**src/rtl/mult_unit.sv**
```systemverilog
// mult_unit: iterative radix-2 shift-add multiplier for MULT/MULTU.
// Produces a 2*WIDTH product into HI/LO WIDTH edges after start, with a registered busy/done handshake.

module mult_unit #(
    parameter int WIDTH = 32
) (
    input  logic             clk,
    input  logic             rst_n,
    input  logic             i_start,
    input  logic             i_is_signed,
    input  logic [WIDTH-1:0] i_a,
    input  logic [WIDTH-1:0] i_b,
    output logic             o_busy,
    output logic             o_done,
    output logic [WIDTH-1:0] o_hi,
    output logic [WIDTH-1:0] o_lo
);
    localparam int CW = $clog2(WIDTH + 1);

    typedef enum logic [1:0] {S_IDLE, S_RUN, S_DONE} state_t;

    state_t             r_state;
    state_t             w_state_nxt;
    logic [CW-1:0]      r_count;
    logic [2*WIDTH-1:0] r_acc;
    logic [2*WIDTH-1:0] r_mcand;
    logic [WIDTH-1:0]   r_mplier;
    logic               r_neg;
    logic               r_busy;
    logic               r_done;
    logic [WIDTH-1:0]   r_hi;
    logic [WIDTH-1:0]   r_lo;

    logic               w_accept;
    logic               w_last;
    logic [WIDTH-1:0]   w_abs_a;
    logic [WIDTH-1:0]   w_abs_b;
    logic [2*WIDTH-1:0] w_sum;
    logic [2*WIDTH-1:0] w_result;

    // The DONE exit edge doubles as the earliest acceptance edge, so a held
    // start yields one product every WIDTH+1 cycles.
    assign w_accept = i_start && (r_state == S_IDLE || r_state == S_DONE);
    assign w_last   = (r_state == S_RUN) && (r_count == CW'(1));

    // Signed operands are reduced to magnitudes; -2^(WIDTH-1) maps onto itself as unsigned.
    assign w_abs_a  = (i_is_signed && i_a[WIDTH-1]) ? (~i_a + WIDTH'(1)) : i_a;
    assign w_abs_b  = (i_is_signed && i_b[WIDTH-1]) ? (~i_b + WIDTH'(1)) : i_b;

    assign w_sum    = r_acc + (r_mplier[0] ? r_mcand : '0);
    assign w_result = r_neg ? (~w_sum + (2*WIDTH)'(1)) : w_sum;

    always_ff @(posedge clk or negedge rst_n) begin
        if (!rst_n) begin
            r_state <= S_IDLE;
        end else begin
            // NOTE: non-blocking assignments keep every register updating from pre-edge values.
            r_state <= w_state_nxt;
        end
    end

    always_comb begin
        // NOTE: default first so no path leaves w_state_nxt unassigned (no latch).
        w_state_nxt = r_state;
        case (r_state)
            S_IDLE:  if (i_start) w_state_nxt = S_RUN;
            S_RUN:   if (w_last) w_state_nxt = S_DONE;
            S_DONE:  w_state_nxt = i_start ? S_RUN : S_IDLE;
            default: w_state_nxt = S_IDLE;
        endcase
    end

    always_ff @(posedge clk or negedge rst_n) begin
        if (!rst_n) begin
            r_count  <= '0;
            r_acc    <= '0;
            r_mcand  <= '0;
            r_mplier <= '0;
            r_neg    <= 1'b0;
            r_busy   <= 1'b0;
            r_done   <= 1'b0;
            r_hi     <= '0;
            r_lo     <= '0;
        end else begin
            r_busy <= (w_state_nxt == S_RUN);
            r_done <= (w_state_nxt == S_DONE);
            if (w_accept) begin
                r_mcand  <= {{WIDTH{1'b0}}, w_abs_a};
                r_mplier <= w_abs_b;
                r_neg    <= i_is_signed & (i_a[WIDTH-1] ^ i_b[WIDTH-1]);
                r_acc    <= '0;
                r_count  <= CW'(WIDTH);
            end else if (r_state == S_RUN) begin
                r_acc    <= w_sum;
                r_mcand  <= r_mcand << 1;
                r_mplier <= r_mplier >> 1;
                r_count  <= r_count - CW'(1);
                if (w_last) begin
                    {r_hi, r_lo} <= w_result;
                end
            end
        end
    end

    assign o_busy = r_busy;
    assign o_done = r_done;
    assign o_hi   = r_hi;
    assign o_lo   = r_lo;

endmodule

```
**config.mk**
```make
export PLATFORM = sky130hd
export DESIGN_NAME = mult_unit
export DESIGN_NICKNAME = d
export VERILOG_FILES = /design/src/rtl/mult_unit.sv
export SDC_FILE = /design/constraint.sdc
export NUM_CORES = 1
export LEC_CHECK = 0
export BUFFER_PORTS_ARGS = -buffer_cell sky130_fd_sc_hd__buf_4
export CAP_MARGIN = 20
export CELL_PAD_IN_SITES_DETAIL_PLACEMENT = 1
export CELL_PAD_IN_SITES_GLOBAL_PLACEMENT = 1
export CORE_UTILIZATION = 41
export CTS_BUF_LIST = sky130_fd_sc_hd__clkbuf_4
export DETAILED_ROUTE_END_ITERATION = 16
export GPL_TIMING_DRIVEN = 0
export PLACE_DENSITY_LB_ADDON = 0.1
export RECOVER_POWER = 50
export SYNTH_ARGS = -nofsm -noshare
export SYNTH_HDL_FRONTEND = slang
export SYNTH_SLANG_ARGS = --single-unit
export TNS_END_PERCENT = 30
```
**constraint.sdc**
```tcl
create_clock -name clk -period 6.5 [get_ports clk]
set_input_delay 1.625 -clock clk [delete_from_list [all_inputs] [get_ports clk]]
set_output_delay 1.625 -clock clk [all_outputs]
set_load 0.005 [all_outputs]
```
Yosys cells after proc, flatten, opt, wreduce, memory -nomap -nowiden
Cells that the tools add are included.

Memory bits (writable): 0. Bits of input ports: 68. Memories kept: 0. Bits in latches: 0. Output and inout port bits: 66. Word-level logic and storage cells: 50. Bits in registers: 235. Bits in read-only memories: 0.

Order comparisons: 0. Reductions and logical operators: 8. Multiplexer cells: 16. Div/mod/pow operators: 0. Bitwise operators: 6. Shift operators: 0. Multiply operators: 0. Add/sub/neg operators: 5. Eq/ne operators: 5.

Operators with widths (number): $mux W64 (6); $mux W32 (4); $add A32 B1 Y32 const B (2); $add A64 B1 Y64 const B (1); $add A64 B64 Y64 (1); $not A32 Y32 (2); $not A64 Y64 (1); $mux W6 (2); $eq A6 B1 Y1 const B (1); $pmux W2 S3 (1); $sub A6 B1 Y6 const B (1); $eq A2 B1 Y1 const B (2); $eq A2 B2 Y1 const B (2); $logic_and A1 B1 Y1 (4); $mux W2 (2); $reduce_and A3 Y1 (1); $logic_not A2 Y1 (1); $reduce_bool A2 Y1 (1); $and A1 B1 Y1 (1); $logic_or A1 B1 Y1 (1); $mux W1 (1); $not A1 Y1 (1); $xor A1 B1 Y1 (1).

Logic depth before layout (Yosys ltp)
Word-level depth: 5. Depth in mapped cells: 20. Mapped depth without buffers: 16.

Worst setup path before layout
Ideal clock, no wire load.

Kind: reg2reg. From: register r_mplier[0]. To: register r_hi[26], in the netlist o_hi[26]. Period minus slack after synthesis: 5.182 ns. Slack: 1.318 ns. Data arrival time: 5.052 ns. Library setup time: 0.131 ns. Stages on the path, launching flop included: 21. Data required time: 6.369 ns. Path buffers: 4. Cells stage by stage: dfrtp_1 clkbuf_1 clkbuf_1 and2_1 ha_1 inv_1 fa_1 nand2b_1 a21oi_2 o21a_1 o21ai_0 a2111o_1 or4_4 or4_4 or4_1 buf_2 or2_1 buf_6 o41ai_2 xor2_1 o21ai_1.

Cells in the longest elaborated chain, start to end: 5.

RTL lines: start, declared (RTL line 27) `logic [WIDTH-1:0] r_mplier;`; start signal, assigned (RTL line 89) `r_mplier <= w_abs_b;`; start signal, assigned (RTL line 96) `r_mplier <= r_mplier >> 1;`; $mux W64 * (RTL line 50) `assign w_sum = r_acc + (r_mplier[0] ? r_mcand : '0);`; $add A64 B64 Y64 * (RTL line 50); $not A64 Y64 (RTL line 51) `assign w_result = r_neg ? (~w_sum + (2*WIDTH)'(1)) : w_sum;`; $add A64 B1 Y64 (RTL line 51); $mux W64 * (RTL line 51); end signal, assigned (RTL line 99) `{r_hi, r_lo} <= w_result;`; end, declared (RTL line 31) `logic [WIDTH-1:0] r_hi;`.

Every way passes the cells marked *; elsewhere a longest branch is shown, timed or not. A chain may end at the register's enable or synchronous reset.

Final worst setup path
From: register r_mplier[0]. To: register r_hi[19], in the netlist o_hi[19].

The elaborated chain is that of the path after synthesis.

==> out/qor.csv <==
stage,metric,value,unit
synthesis,post-synth-top-count-cell,sky130_fd_sc_hd__o21ai_0,
place,port-buffer-count,133,
route,dr_total_vias,15500,
place,pre_cts_slack,-0.0336,ns
finish,syn2layout_area_growth,16.1,%
hold_path,timing.hold.worst.class,reg2reg,
sta,tightestPinTransition,4.19,ns
route,vias_per_cell,5.87,
floorplan,initial_core_util,42.0,%
sta,timing.final.crit_period,6.12,ns
power_and_ir_drop,power_report.internal_total,2.83,mW
sta,fin_skew,0.0756,ns
critical_path,timing.critical_path.arrival,6.74,ns
place,gp_congestion,0.971,
place,placed_cells_incl_taps,2515,
global_routing,first_global_vias,15900,
sta,slew_violations,76,
power_and_ir_drop,seqPwrFrac,37.9,%
synthesis,postSynth.topFlopCell,sky130_fd_sc_hd__dfrtp_1,
power_and_ir_drop,switching_share,37.6,%
clock_network,h-tree-depth,3,
critical_path,crit_type,reg2reg,
floorplan,area_of_the_placeable_core,38000,um2
global_routing,global_route.usage.total,29.6,%
clock_network,clock_latency_of_the_later_clocked_register_in_the_worst_skew_pair,0.77,ns
route,drt_pre_antenna_iters,6,
floorplan,row_count,71,
clock_network,cts-root-buf,sky130_fd_sc_hd__clkbuf_4,
route,drc,0,
synthesis,synth_edf_count,0,
sta,report.final.hold_viol_count,0,
sta,period_share,94.2,%
clock_network,hold_buffers,0,
sta,slew-limit-headroom,-180,%
synthesis,yosysSeqAreaShare,36.8,%
status,violations,"max-capacitance violations, max-slew violations",
critical_path,crit_required,7.12,ns
synthesis,async_reset_ff_share,100,%
synthesis,synth_common_cells,"sky130_fd_sc_hd__o21ai_0 (251), sky130_fd_sc_hd__dfrtp_1 (235), sky130_fd_sc_hd__nand2_1 (227)",
global_routing,maximum_number_of_pins_on_one_net_before_global_route_repair,83,
critical_path,critPathLaunchType,flip-flop,
synthesis,synth_seq_cells,235,
power_and_ir_drop,peakVddDrop,0.000104,V
clock_network,cts_tree,built,
sta,grt_setup_unrepaired,no,
power_and_ir_drop,clock_power_share,32.2,%
synthesis,synth_largest_type_area_fraction,36.8,%
global_routing,antenna_violations_before_repair,3,
status,status,"finished, violations left",
route,detail-route-antenna-nets,0,
clock_network,clock_input_transition_at_the_sequential_cells_of_the_worst_setup_and_hold_paths,0.07,ns
sta,achievable-frequency,0.163,GHz
sta,final_report_setup_violation_count,0,
floorplan,chipWidth,199,um
synthesis,netlist_area,16000,um2
finish,instances_no_fill,2638,
floorplan,ios,134,
synthesis,yosysUniqueCellTypes,66,
synthesis,mappedNetlistNets,2003,
floorplan,fp.dieH,199,um
global_routing,grt_remaining_overflow,0,
synthesis,netlist_top_cells_area,"sky130_fd_sc_hd__dfrtp_1 (37%), sky130_fd_sc_hd__o21ai_0 (7.9%), sky130_fd_sc_hd__xor2_1 (5.5%)",
power_and_ir_drop,power.density,244,nW/um2
finish,final_net_count,2214,
clock_network,buffers_inserted_during_post_cts_setup_optimization,0,
place,post-dp-hpwl,45.2,mm
synthesis,netlist_instances,1866,
finish,fillCellCount,4660,
critical_path,cp-end-kind,flip-flop,
synthesis,syn_avg_cell_area,8.57,um2
critical_path,critical_path.max_fanout,20,
clock_network,cts_max_path_buffers,3,
sta,worst_hold_slack,0.475,ns
floorplan,die_area,39800,um2
route,route.final.wire_length,57.6,mm
synthesis,synth_top_cell_by_area,sky130_fd_sc_hd__dfrtp_1,
global_routing,grt_pass1_wl,90.0,mm
power_and_ir_drop,p_leak,8.06,nW
power_and_ir_drop,p_comb_share,29.9,%
sta,worst_slack,0.380,ns
finish,drive_gt1_share,12.9,%
route,drt-initial-drc-count,946,
synthesis,yosys_warnings,0,
job,cap_viol_max_count,1,
clock_network,cts.sink_count,235,
power_and_ir_drop,p_switching,1.70,mW
clock_network,cts-buffers-inserted,72,
route,post_drt_wl_per_cell,21.8,um
-- worst max-delay path: stages, from the launching register on --
cell and delay (ns):
sky130_fd_sc_hd__dfrtp_2 0.62, sky130_fd_sc_hd__clkbuf_1 0.30, sky130_fd_sc_hd__and2_1 0.24, sky130_fd_sc_hd__ha_1 0.24, sky130_fd_sc_hd__clkbuf_1 0.20, sky130_fd_sc_hd__a21oi_1 0.32
sky130_fd_sc_hd__o21ai_0 0.26, sky130_fd_sc_hd__a211oi_1 0.41, sky130_fd_sc_hd__o21ai_0 0.27, sky130_fd_sc_hd__a41oi_1 0.70, sky130_fd_sc_hd__o21bai_1 0.25, sky130_fd_sc_hd__xor2_1 0.25
sky130_fd_sc_hd__nor4_1 0.80, sky130_fd_sc_hd__nand2_1 0.44, sky130_fd_sc_hd__o31ai_1 0.41, sky130_fd_sc_hd__xnor2_1 0.16, sky130_fd_sc_hd__o21ai_0 0.10
-- path summary, 6_finish.rpt --
path                             start            to  slack, ns  cells past startpoint
max                        r_mplier[0]      o_hi[19]       0.38                     16
min                           o_hi[12]      o_hi[12]       0.47                      2
max reg2reg                r_mplier[0]      o_hi[19]       0.38                     16
min reg2reg                   o_hi[12]      o_hi[12]       0.47                      2
max in group asynchronous        rst_n  r_mplier[19]       1.25                      3
min in group asynchronous        rst_n       o_hi[6]       2.37                      1
-- sequential cells by signal (all words and copies together) (netlist names) --
register  flops
r_count       6
r_mcand      64
r_state       2
o_hi         32
r_acc        64
o_done        1
o_busy        1
r_mplier     32
o_lo         32
r_neg         1
-- power groups by stage --
stage	clock, mW	combinational [mW]	sequential (mW)
finish	1.46	1.36	1.72
global route	1.59	1.50	1.73
CTS	1.51	1.35	1.71
detailed placement	0	1.34	1.73
global placement	0	1.30	1.73
floorplan	0	0.946	1.70
-- cell type report --
| cell class | instances | area (um2) | share of cell area, % |
|---|---|---|---|
| Buffer | 108 | 415 | 2.24 |
| Tap cell | 511 | 639 | 3.44 |
| Clock buffer | 101 | 758 | 4.09 |
| Antenna cell | 1 | 2.50 | 0.0135 |
| Sequential cell | 235 | 5880 | 31.7 |
| Inverter | 24 | 90.1 | 0.485 |
| Timing Repair Buffer | 139 | 1050 | 5.66 |
| Multi-Input combinational cell | 1497 | 9590 | 51.7 |
| Clock inverter | 22 | 129 | 0.694 |
-- per-stage QoR --
step,instance area [um2],TNS [ns],total power [mW],util [%]
after floorplan,16000,0,2.65,-
after detailed placement,17700,-0.0613,3.08,46.6
after global placement,17600,0,3.03,46.4
final,18600,0,4.53,48.8
after CTS,18600,0,4.57,48.9
after global routing,18600,0,4.82,48.8
-- layout by cell type (no fill, tap or decap), drive strengths merged, types with 11 or more instances in the layout --
cell type,Yosys,routed
a211oi,15,15
a21o,20,20
a21oi,111,111
a22o,76,76
a22oi,61,61
and2,69,69
buf,4,139
clkbuf,106,209
clkinv,0,17
dfrtp,235,235
ha,68,68
inv,24,26
nand2,227,227
nand2b,12,12
nand3,27,27
nand4,28,28
nor2,106,106
nor3,23,23
nor4,18,18
o211ai,11,11
o21ai,258,258
o31ai,31,31
o41ai,22,22
or2,11,11
or3,19,19
or4,14,14
xnor2,72,72
xor2,100,100
-- repair_timing --
item                       in CTS  in global routing
cloned                          0                  0
resized for setup               0                  2
setup endpoints to repair       8                 27
-- routing by layer --
metal	part of all wire (%)	wire length, um	GRT usage, %	vias up
li1	-	-	-	7299
met1	46	26600	40.5	7700
met2	46	26600	47.5	394
met3	5.1	2920	4.02	89
met4	2.5	1440	10.5	4
met5	0.036	21	0	-
-- cells by family (layout without fill, tap and decap cells) --
group,count (synthesis),count (layout),synth area share [%]
other cells,0,1,0
fa+ha+maj,69,69,5.45
compound gates,666,666,26.9
buf+inv,134,394,3.21
flops,235,235,36.8
xor+xnor,172,172,9.42
simple gates,576,576,17.3
mux,14,14,0.908
(Power assumes the default switching activity.)
